**config.mk**
```make
export PLATFORM = sky130hd
export DESIGN_NAME = rule110_row_engine
export DESIGN_NICKNAME = d
export VERILOG_FILES = /design/src/rtl/rule110_row_engine.sv
export SDC_FILE = /design/constraint.sdc
export NUM_CORES = 1
export LEC_CHECK = 0
export CAP_MARGIN = 20
export CORE_MARGIN = 2
export CORE_UTILIZATION = 45
export DETAILED_ROUTE_END_ITERATION = 6
export PLACE_DENSITY_LB_ADDON = 0.25
export SLEW_MARGIN = 20
export SYNTH_ARGS = -nofsm -noshare
export SYNTH_HDL_FRONTEND = slang
export SYNTH_SLANG_ARGS = --single-unit
```
**constraint.sdc**
```tcl
create_clock -name clk -period 2.9 [get_ports clk]
set_input_delay 0.58 -clock clk [delete_from_list [all_inputs] [get_ports clk]]
set_output_delay 0.58 -clock clk [all_outputs]
set_load 0.01 [all_outputs]
```
**src/rtl/rule110_row_engine.sv**
```systemverilog
// -----------------------------------------------------------------------------
// rule110_row_engine
//
// Storage and sequencing around the Rule 110 cellular automaton. A row of
// WIDTH cells is loaded serially, advanced one generation per clock for a
// requested number of generations, and streamed back out MSB first. The
// readout rotates the row, so it holds its original contents after a read.
//
// Parameters
//   WIDTH       number of cells in the row (3..64)
//
// Ports
//   clk         clock, all state updates on the rising edge
//   rst_n       asynchronous active-low reset
//   load_valid  in IDLE: shift load_bit into row[0]
//   load_bit    serial cell value to load
//   start       in IDLE: run `gens` generations (highest priority)
//   gens        generation count, sampled when start is accepted
//   read_start  in IDLE: stream the row out serially
//   busy        high while in RUN or READ
//   done        one-cycle pulse after a generation run completes
//   out_valid   high while out_bit carries a row cell
//   out_bit     serial cell value, cell WIDTH-1 first; 0 when not valid
//
// Configuration
//   RULE110_WRAP_EN  defined: circular row (row[WIDTH]=row[0],
//                    row[-1]=row[WIDTH-1]); undefined: out-of-range
//                    neighbours read as 0.
// -----------------------------------------------------------------------------
module rule110_row_engine #(
  parameter int WIDTH = 16
) (
  input  logic       clk,
  input  logic       rst_n,
  input  logic       load_valid,
  input  logic       load_bit,
  input  logic       start,
  input  logic [7:0] gens,
  input  logic       read_start,
  output logic       busy,
  output logic       done,
  output logic       out_valid,
  output logic       out_bit
);

  typedef enum logic [1:0] {
    S_IDLE = 2'd0,
    S_RUN  = 2'd1,
    S_READ = 2'd2
  } state_t;

  state_t             state_q, state_d;
  logic [WIDTH-1:0]   row_q,   row_d;
  logic [7:0]         cnt_q,   cnt_d;
  logic               done_q,  done_d;

  logic               left_edge;   // neighbour seen by cell WIDTH-1
  logic               right_edge;  // neighbour seen by cell 0
  logic [WIDTH+1:0]   row_ext;     // row padded with its edge neighbours
  logic [WIDTH-1:0]   row_next_gen;

  // Rule 110: 0 for neighbourhoods 000, 100, 111; 1 otherwise.
  // Equivalent to (C | R) & ~(L & C & R).
  function automatic logic rule110(input logic [2:0] lcr);
    return (lcr[1] | lcr[0]) & ~(&lcr);
  endfunction

`ifdef RULE110_WRAP_EN
  assign left_edge  = row_q[0];
  assign right_edge = row_q[WIDTH-1];
`else
  assign left_edge  = 1'b0;
  assign right_edge = 1'b0;
`endif

  assign row_ext = {left_edge, row_q, right_edge};

  // Cell i sits at row_ext[i+1]; its {L,C,R} window is row_ext[i+2:i].
  always_comb begin
    row_next_gen = '0;
    for (int i = 0; i < WIDTH; i++) begin
      row_next_gen[i] = rule110(row_ext[i+2 -: 3]);
    end
  end

  // NOTE: every signal driven here gets a default before the case statement,
  // so no path leaves a value unassigned and no latch is inferred.
  always_comb begin
    state_d = state_q;
    row_d   = row_q;
    cnt_d   = cnt_q;
    done_d  = 1'b0;

    unique case (state_q)
      S_IDLE: begin
        // start > read_start > load_valid; lower requests are dropped.
        if (start) begin
          if (gens == 8'd0) begin
            done_d = 1'b1;
          end else begin
            cnt_d   = gens;
            state_d = S_RUN;
          end
        end else if (read_start) begin
          cnt_d   = 8'(WIDTH);
          state_d = S_READ;
        end else if (load_valid) begin
          row_d = {row_q[WIDTH-2:0], load_bit};
        end
      end

      S_RUN: begin
        row_d = row_next_gen;
        cnt_d = cnt_q - 8'd1;
        if (cnt_q == 8'd1) begin
          state_d = S_IDLE;
          done_d  = 1'b1;
        end
      end

      S_READ: begin
        // Rotate rather than shift so WIDTH reads restore the row.
        row_d = {row_q[WIDTH-2:0], row_q[WIDTH-1]};
        cnt_d = cnt_q - 8'd1;
        if (cnt_q == 8'd1) begin
          state_d = S_IDLE;
        end
      end

      default: begin
        state_d = S_IDLE;
      end
    endcase
  end

  // NOTE: state registers use non-blocking assignments so every flop samples
  // the pre-edge values, independent of block evaluation order.
  always_ff @(posedge clk or negedge rst_n) begin
    if (!rst_n) begin
      state_q <= S_IDLE;
      row_q   <= '0;
      cnt_q   <= '0;
      done_q  <= 1'b0;
    end else begin
      state_q <= state_d;
      row_q   <= row_d;
      cnt_q   <= cnt_d;
      done_q  <= done_d;
    end
  end

  assign busy      = (state_q != S_IDLE);
  assign done      = done_q;
  assign out_valid = (state_q == S_READ);
  assign out_bit   = out_valid & row_q[WIDTH-1];

endmodule

```
Word level (Yosys, flattened, before mapping)
Cells that the tools add are included.
- register bits after elaboration: 27
- output and inout bits: 4
- word-level logic and storage cells: 102
- $add $sub $neg: 1
- equal/unequal tests: 9
- muxes and demuxes: 17
- bitwise operators: 45
- reduce and logical (&&, ||, !) cells: 25
- operator list (kind ; count):
    $mux W16 ; 3
    $pmux W16 S3 ; 1
    $reduce_and A3 Y1 ; 16
    $mux W8 ; 3
    $pmux W8 S2 ; 1
    $and A1 B1 Y1 ; 15
    $not A1 Y1 ; 15
    $or A1 B1 Y1 ; 15
    $eq A8 B1 Y1 const B ; 1
    $logic_not A8 Y1 ; 1
    $mux W2 ; 4
    $sub A8 B1 Y8 const B ; 1
    $ne A2 B2 Y1 const B ; 3
    $ne A3 B3 Y1 const B ; 2
    $reduce_bool A2 Y1 ; 3
    $reduce_and A5 Y1 ; 1
    $pmux W2 S2 ; 1
    $reduce_and A4 Y1 ; 1
    $mux W1 ; 3
    $reduce_bool A3 Y1 ; 1
    $eq A2 B1 Y1 const B ; 1
    $eq A2 B2 Y1 const B ; 1
    $logic_not A2 Y1 ; 1
    $ne A2 B1 Y1 const B ; 1
    other kinds (2) ; 2

Longest topological paths before layout
Gate-level depths: netlist of the first run.
- depth after elaboration: 4
- mapped depth: 7
- depth with buffers taken out: 6

Worst setup path before layout of the first run
No wires, ideal clock.
- path kind: flip-flop to flip-flop
- from: register state_q[0]
- to: register cnt_q[4]
- setup time: 0.128 ns
- data arrival time: 1.683 ns
- slack: 1.090 ns
- stages on the path, launching flop included: 8
- buffers on the path: 1
- period minus slack after synthesis: 1.810 ns
- cells stage by stage: dfrtp_1 > inv_1 > ha_1 > buf_4 > or3b_1 > nand2b_2 > nor2_1 > mux2_1
- longest elaborated chain between the ends: 4
- RTL lines (element ; line ; text):
    start: declaration ; 52 ; state_t state_q, state_d;
    start signal: assignment ; 145 ; state_q <= state_d;
    $eq A2 B2 Y1 / $eq A2 B1 Y1 (equally long branches) ; 94 ; unique case (state_q)
    $reduce_or A2 Y1 (no line) ; n/a ;
    $reduce_bool A2 Y1 (no line) ; n/a ;
    $reduce_and A3 Y1 (no line) ; n/a ;
    end signal: assignment ; 147 ; cnt_q <= cnt_d;
    end: declaration ; 54 ; logic [7:0] cnt_q, cnt_d;
Several ways; a longest one is shown, not always the timed one.
A chain may end at the register's enable or synchronous reset.

Final worst setup path of the first run
- from: register state_q[0]
- to: output out_bit
- longest elaborated chain between the ends: 2
- RTL lines (element ; line ; text):
    $eq A2 B2 Y1 ; 154 ; assign out_valid = (state_q == S_READ);
    $and A1 B1 Y1 ; 155 ; assign out_bit = out_valid & row_q[WIDTH-1];
    end: declaration ; 43 ; output logic out_bit
No other way between the ends.

==> results of run 1 <==
-- kinds of logic after synthesis --
kind of cell,Yosys count
compound gates,75
xor+xnor,1
fa+ha+maj,6
buf+inv,18
flops,27
mux,5
simple gates,66
-- routing by layer --
metal  up-vias  part of all wire, %  wire length, um  track usage [%]
li1        750                    -                -                -
met2        49                   46             1770             30.4
met3         2                  4.7              182             3.25
met1       741                   49             1890             29.1
met4         0                 0.47               18             4.69
met5         -                    0                0                0
-- final cells by class --
cell class	count	share of cell area, %
repair buffers	21	10.2
multi-input cells	153	48.5
inverters	6	1.15
clock buffers	3	2.11
clock inverters	1	0.448
well taps	48	3.07
flip-flops and latches	27	34.5
-- cell usage after synthesis (3+ instances only) --
| master | count |
|---|---|
| o21ai_1 | 18 |
| mux2i_1 | 4 |
| o31ai_1 | 3 |
| nor2_1 | 5 |
| o21ai_0 | 13 |
| nand3_1 | 15 |
| a21oi_1 | 22 |
| ha_1 | 6 |
| buf_2 | 4 |
| nor2b_1 | 3 |
| a31oi_1 | 5 |
| nor3_1 | 3 |
| inv_1 | 6 |
| dfrtp_1 | 27 |
| nand2_1 | 20 |
| clkbuf_1 | 5 |
-- worst max-delay path: stages, from the launching register on --
cell and delay [ns]:
dfrtp_1 0.42, inv_1 0.10, ha_1 0.25, and2_1 0.18
clkdlybuf4s50_1 0.53
-- power by group --
part           switching [W]  internal [W]  total (W)
combinational       0.000651      0.000440    0.00109
clock               0.000132      0.000101   0.000233
sequential          0.000167      0.000519   0.000686
total               0.000950       0.00106    0.00201
-- registers in the layout (all words and copies together), names as in the netlist --
name,count
done,1
row_q,16
state_q,2
cnt_q,8
-- through the flow --
step,hold slack [ns],utilization [%]
6_report,0.552,53.5
5_1_grt,0.592,53.5
4_1_cts,0.565,53.5
3_5_place_dp,0.539,52.1
3_3_place_gp,0.496,52.1
2_1_floorplan,0.284,-
-- worst paths after layout --
path | to | from | cells after the start | slack, ns
worst max-delay path | out_bit | state_q[0]$_DFFE_PN0P_ | 4 | 0.56
worst min-delay path | cnt_q[5]$_DFFE_PN0P_ | cnt_q[5]$_DFFE_PN0P_ | 2 | 0.55
worst max register to register | cnt_q[4]$_DFFE_PN0P_ | state_q[1]$_DFFE_PN0P_ | 6 | 0.76
worst min register to register | cnt_q[5]$_DFFE_PN0P_ | cnt_q[5]$_DFFE_PN0P_ | 2 | 0.55
max in group asynchronous | cnt_q[1]$_DFFE_PN0P_ | rst_n | 2 | 1.98
min in group asynchronous | row_q[0]$_DFFE_PN0P_ | rst_n | 2 | 0.66
==> results.json, run 1 <==
{
  "run_status": "completed",
  "io_buffers": 17,
  "clk_pin_slew_ns": 0.10,
  "register_area_um2": 676,
  "wire_per_inst_um": 14.9,
  "post-cts-setup-buffers": 0,
  "post-synth-top-area-cell": "dfrtp_1",
  "synth.cell_area_mm2": 0.00171,
  "grt_pass1_vias": 1400,
  "cts-root-buf": "clkbuf_8",
  "synth_xor_area_share_pct": 0.513,
  "cp-start-kind": "flip-flop",
  "clock_latency_ns": 0.28,
  "drv_cap": 0,
  "finalSetupTns_ns": 0,
  "hold_viol": 0,
  "synthSimpleGateAreaFrac_pct": 22.2,
  "setup_slack_ns": 0.561,
  "layout_common_cells": "dfrtp_1 (27), a21oi_1 (22), nand2_1 (20), o21ai_1 (18), clkdlybuf4s50_1 (17)",
  "grt_use_total_pct": 19.8,
  "stdcell_count": 259,
  "synth_seq_cells": 27,
  "post_cts_resized": 0,
  "async_flop_share_pct": 100,
  "crit_path_end_kind": "output pin",
  "fill_cells": 334,
  "irDropWorstVdd_mv": 0.455,
  "placed_area_mm2": 0.00191,
  "cp_data_arrival_time_ns": 1.76,
  "drt-initial-drc-count": 134,
  "grt_pass1_wl_um": 6700,
  "dr.pass1.iters": 4,
  "viasPerCell": 5.95,
  "fmax_mhz": 428,
  "rsz0062_at_grt": "no",
  "cts_tree": "built",
  "row_count": 22,
  "antenna_found_initial": 0,
  "synthAdderAreaFrac_pct": 4.40,
  "clock_skew_ns": 0.00527,
  "synth_ff_type": "dfrtp_1",
  "ant_nets": 0,
  "placed_cells": 255,
  "avgSynthCellArea_um2": 8.63,
  "critPathMaxFanout": 5,
  "grt_max_degree": 28,
  "syn2layout_area_growth_pct": 14.6,
  "die_x_um": 65.6,
  "coreArea_mm2": 0.00366,
  "cts-hold-fix-buffers": 0,
  "ys_types": 48,
  "syn-num-nets": 218,
  "synth_area_leaders": "dfrtp_1 (40%), a21oi_1 (6.4%), o21ai_1 (5.3%)",
  "multiInputGateArea_um2": 948,
  "fin_crit_ns": 2.34,
  "synth_seq_area_share_pct": 39.6,
  "ctsHtreeMaxLevel": 1,
  "dieArea_mm2": 0.00430,
  "synthMuxAreaShare_pct": 3.00,
  "crit_type": "reg2out",
  "remaining_drc_errors": 0,
  "leakage_nw": 0.881,
  "min_period_over_period_pct": 80.7,
  "hpwl_um": 2730,
  "grt_overflow": 0,
  "final_cell_area_mm2": 0.00196,
  "diodes": 0,
  "ys_warn_count": 0,
  "slew_viol_final": 0,
  "yosysTopAreaCellShare_pct": 39.6,
  "cp.required_ns": 2.32,
  "dpl_worst_slack_ns": 0.458,
  "setup-violations-final": 0,
  "cts_buffers": 3,
  "synth_compound_area_share_pct": 25.4,
  "top_level_ports": 18,
  "synth_edf_count": 0,
  "mostFrequentLayoutCell": "dfrtp_1",
  "wl_um": 3860,
  "start_util_pct": 46.7,
  "nNetsFinal": 232,
  "die_h_um": 65.6,
  "total_power_w": 0.00201,
  "worstMarginPinSlew_ns": 0.649,
  "clock_sinks": 27,
  "ctsLongestPathBuffers": 2,
  "place.gp.congestion": 0.879,
  "synthCells": 198,
  "drive_above_1_share_pct": 8.53,
  "hp-class": "reg2reg",
  "maxSlewHeadroom_pct": 56.7,
  "synth_top_family_by_area": "compound AO/OA/AOI/OAI gates",
  "via_count": 1542,
  "pwr_density_cell_mw_per_mm2": 1030
}
No activity file was read; power rests on OpenSTA's default activity.
==> inputs of run 2 (changes only) <==
==> constraint.sdc (replaced) <==
create_clock -name clk -period 2.2 [get_ports clk]
set_input_delay 0.44 -clock clk [delete_from_list [all_inputs] [get_ports clk]]
set_output_delay 0.44 -clock clk [all_outputs]
set_load 0.01 [all_outputs]
==> results.json, run 2 (synthesis results as in run 1) <==
{
  "regMostFlops": "row_q",
  "cts_tree": "built",
  "finalCoreUtilization_pct": 56.1,
  "ctsLongestPathBuffers": 2,
  "rrSetupSlack_ns": 0.37,
  "irDropWorstVdd_mv": 0.552,
  "via_count": 1555,
  "run_status": "completed",
  "cts-root-buf": "clkbuf_8",
  "viasPerCell": 5.76,
  "cp_data_arrival_time_ns": 1.69,
  "path_cells": "inv_2, ha_2, buf_4, inv_1, clkdlybuf4s50_1",
  "clock_skew_ns": 0.00572,
  "top_level_ports": 18,
  "grt_use_total_pct": 21.1,
  "cts-hold-fix-buffers": 0,
  "maxSlewHeadroom_pct": 64.9,
  "grt_max_degree": 28,
  "fill_cells": 331,
  "r2r_cells": 6,
  "grt_pass1_wl_um": 7160,
  "layout_common_cells": "dfrtp_1 (26), a21oi_1 (22), nand2_1 (20), o21ai_1 (18), clkdlybuf4s50_1 (17)",
  "start_util_pct": 46.7,
  "crit_path_end_kind": "output pin",
  "drv_cap": 0,
  "dr.pass1.iters": 4,
  "cts_buffers": 3,
  "wl_um": 4050,
  "syn2layout_area_growth_pct": 20.3,
  "holdWs_ns": 0.515,
  "pwr_density_cell_mw_per_mm2": 1380,
  "leakage_nw": 0.928,
  "hp-class": "in2async",
  "placed_area_mm2": 0.00197,
  "fmax_mhz": 470,
  "final_cell_area_mm2": 0.00205,
  "mostFrequentLayoutCell": "dfrtp_1",
  "critPathMaxFanout": 6,
  "setup-violations-final": 0,
  "io_buffers": 17,
  "row_count": 22,
  "total_power_w": 0.00283,
  "die_x_um": 65.6,
  "grt_overflow": 0,
  "min_period_over_period_pct": 96.8,
  "clock_sinks": 27,
  "antenna_found_initial": 0,
  "dpl_worst_slack_ns": 0.0524,
  "diodes": 0,
  "cp-start-kind": "flip-flop",
  "max_stage_delay_ns": 0.52,
  "top_regs": "row_q x16, cnt_q x8, state_q x2",
  "drt-initial-drc-count": 104,
  "coreArea_mm2": 0.00366,
  "slowest_stage": "clkdlybuf4s50_1",
  "hpwl_um": 2940,
  "grt_pass1_vias": 1534,
  "critPathLaunch": "state_q[0]$_DFFE_PN0P_",
  "largest_reg_flops": 16,
  "wire_per_inst_um": 15.0,
  "ant_nets": 0,
  "drive_above_1_share_pct": 14.9,
  "timing.rr.end": "cnt_q[4]$_DFFE_PN0P_",
  "register_area_um2": 677,
  "nNetsFinal": 243,
  "ctsHtreeMaxLevel": 1,
  "reg2reg_from": "state_q[1]$_DFFE_PN0P_",
  "setup_slack_ns": 0.0708,
  "cp.required_ns": 1.76,
  "worstMarginPinSlew_ns": 0.520,
  "hold_viol": 0,
  "clock_latency_ns": 0.28,
  "die_h_um": 65.6,
  "clk_pin_slew_ns": 0.10,
  "place.gp.congestion": 0.896,
  "crit_type": "reg2out",
  "fin_crit_ns": 2.13,
  "slew_viol_final": 0,
  "dieArea_mm2": 0.00430,
  "multiInputGateArea_um2": 963,
  "remaining_drc_errors": 0
}
[run 2: cell types whose count changed in the layout (fill, tap and decap cells not counted)]
cell	previous run	this run
ha_4	0	1
inv_1	6	5
ha_2	0	1
inv_2	0	1
dfrtp_1	27	26
clkinvlp_4	0	1
ha_1	6	4
buf_4	4	15
dfrtp_2	0	1
inv_6	1	0
[run 2: what timing repair did]
item | 4_1_cts | 5_1_grt
setup endpoints to repair | 1 | 2
buffers inserted | 0 | 3
pin swaps | 0 | 0
gates resized for setup | 1 | 4
[run 2: worst max-delay path by stage]
| stage | to | slack (ns) | cells past startpoint |
|---|---|---|---|
| after floorplan | cnt_q[4]$_DFFE_PN0P_ | 0.39 | 7 |
| after global placement | cnt_q[4]$_DFFE_PN0P_ | 0.08 | 5 |
| after detailed placement | cnt_q[4]$_DFFE_PN0P_ | 0.05 | 5 |
| after CTS | out_bit | -0.008 | 4 |
| after global routing | busy | -0.003 | 5 |
| final | busy | 0.07 | 5 |
[run 2: routing by layer]
metal | vias to the layer above | track usage (%) | share of wire (%)
met5 | - | 0 | 0
met4 | 0 | 5.47 | 1.1
met3 | 5 | 2.57 | 3.6
met2 | 31 | 33.5 | 46
met1 | 743 | 30.3 | 49
li1 | 776 | - | -
[run 2: worst max-delay path, delay by kind of cell (launching register included)]
kind / cells / cell delay, ns
DFF: 1 / 0.40
adders and majority gates: 1 / 0.20
buffers and inverters: 4 / 0.81
[run 2: area by class of cell]
cell class / instances / share of cell area, %
clock buffer: 3 / 2.01
sequential: 27 / 32.9
multi-input combinational: 153 / 46.9
inverter: 6 / 1.10
timing repair buffer: 32 / 13.8
clock inverter: 1 / 0.365
tap: 48 / 2.92
[run 2: stage by stage]
stage | TNS (ns) | std cells
2_1_floorplan | 0 | 198
3_3_place_gp | 0 | 263
3_5_place_dp | 0 | 263
4_1_cts | -0.00767 | 267
5_1_grt | -0.00252 | 270
6_report | 0 | 270
[run 2: power breakdown]
part           switching, W  leakage [nW]  internal, W
registers          0.000229         0.355     0.000686
logic              0.000900         0.551     0.000717
clock network      0.000171        0.0217     0.000129
total               0.00130         0.928      0.00153
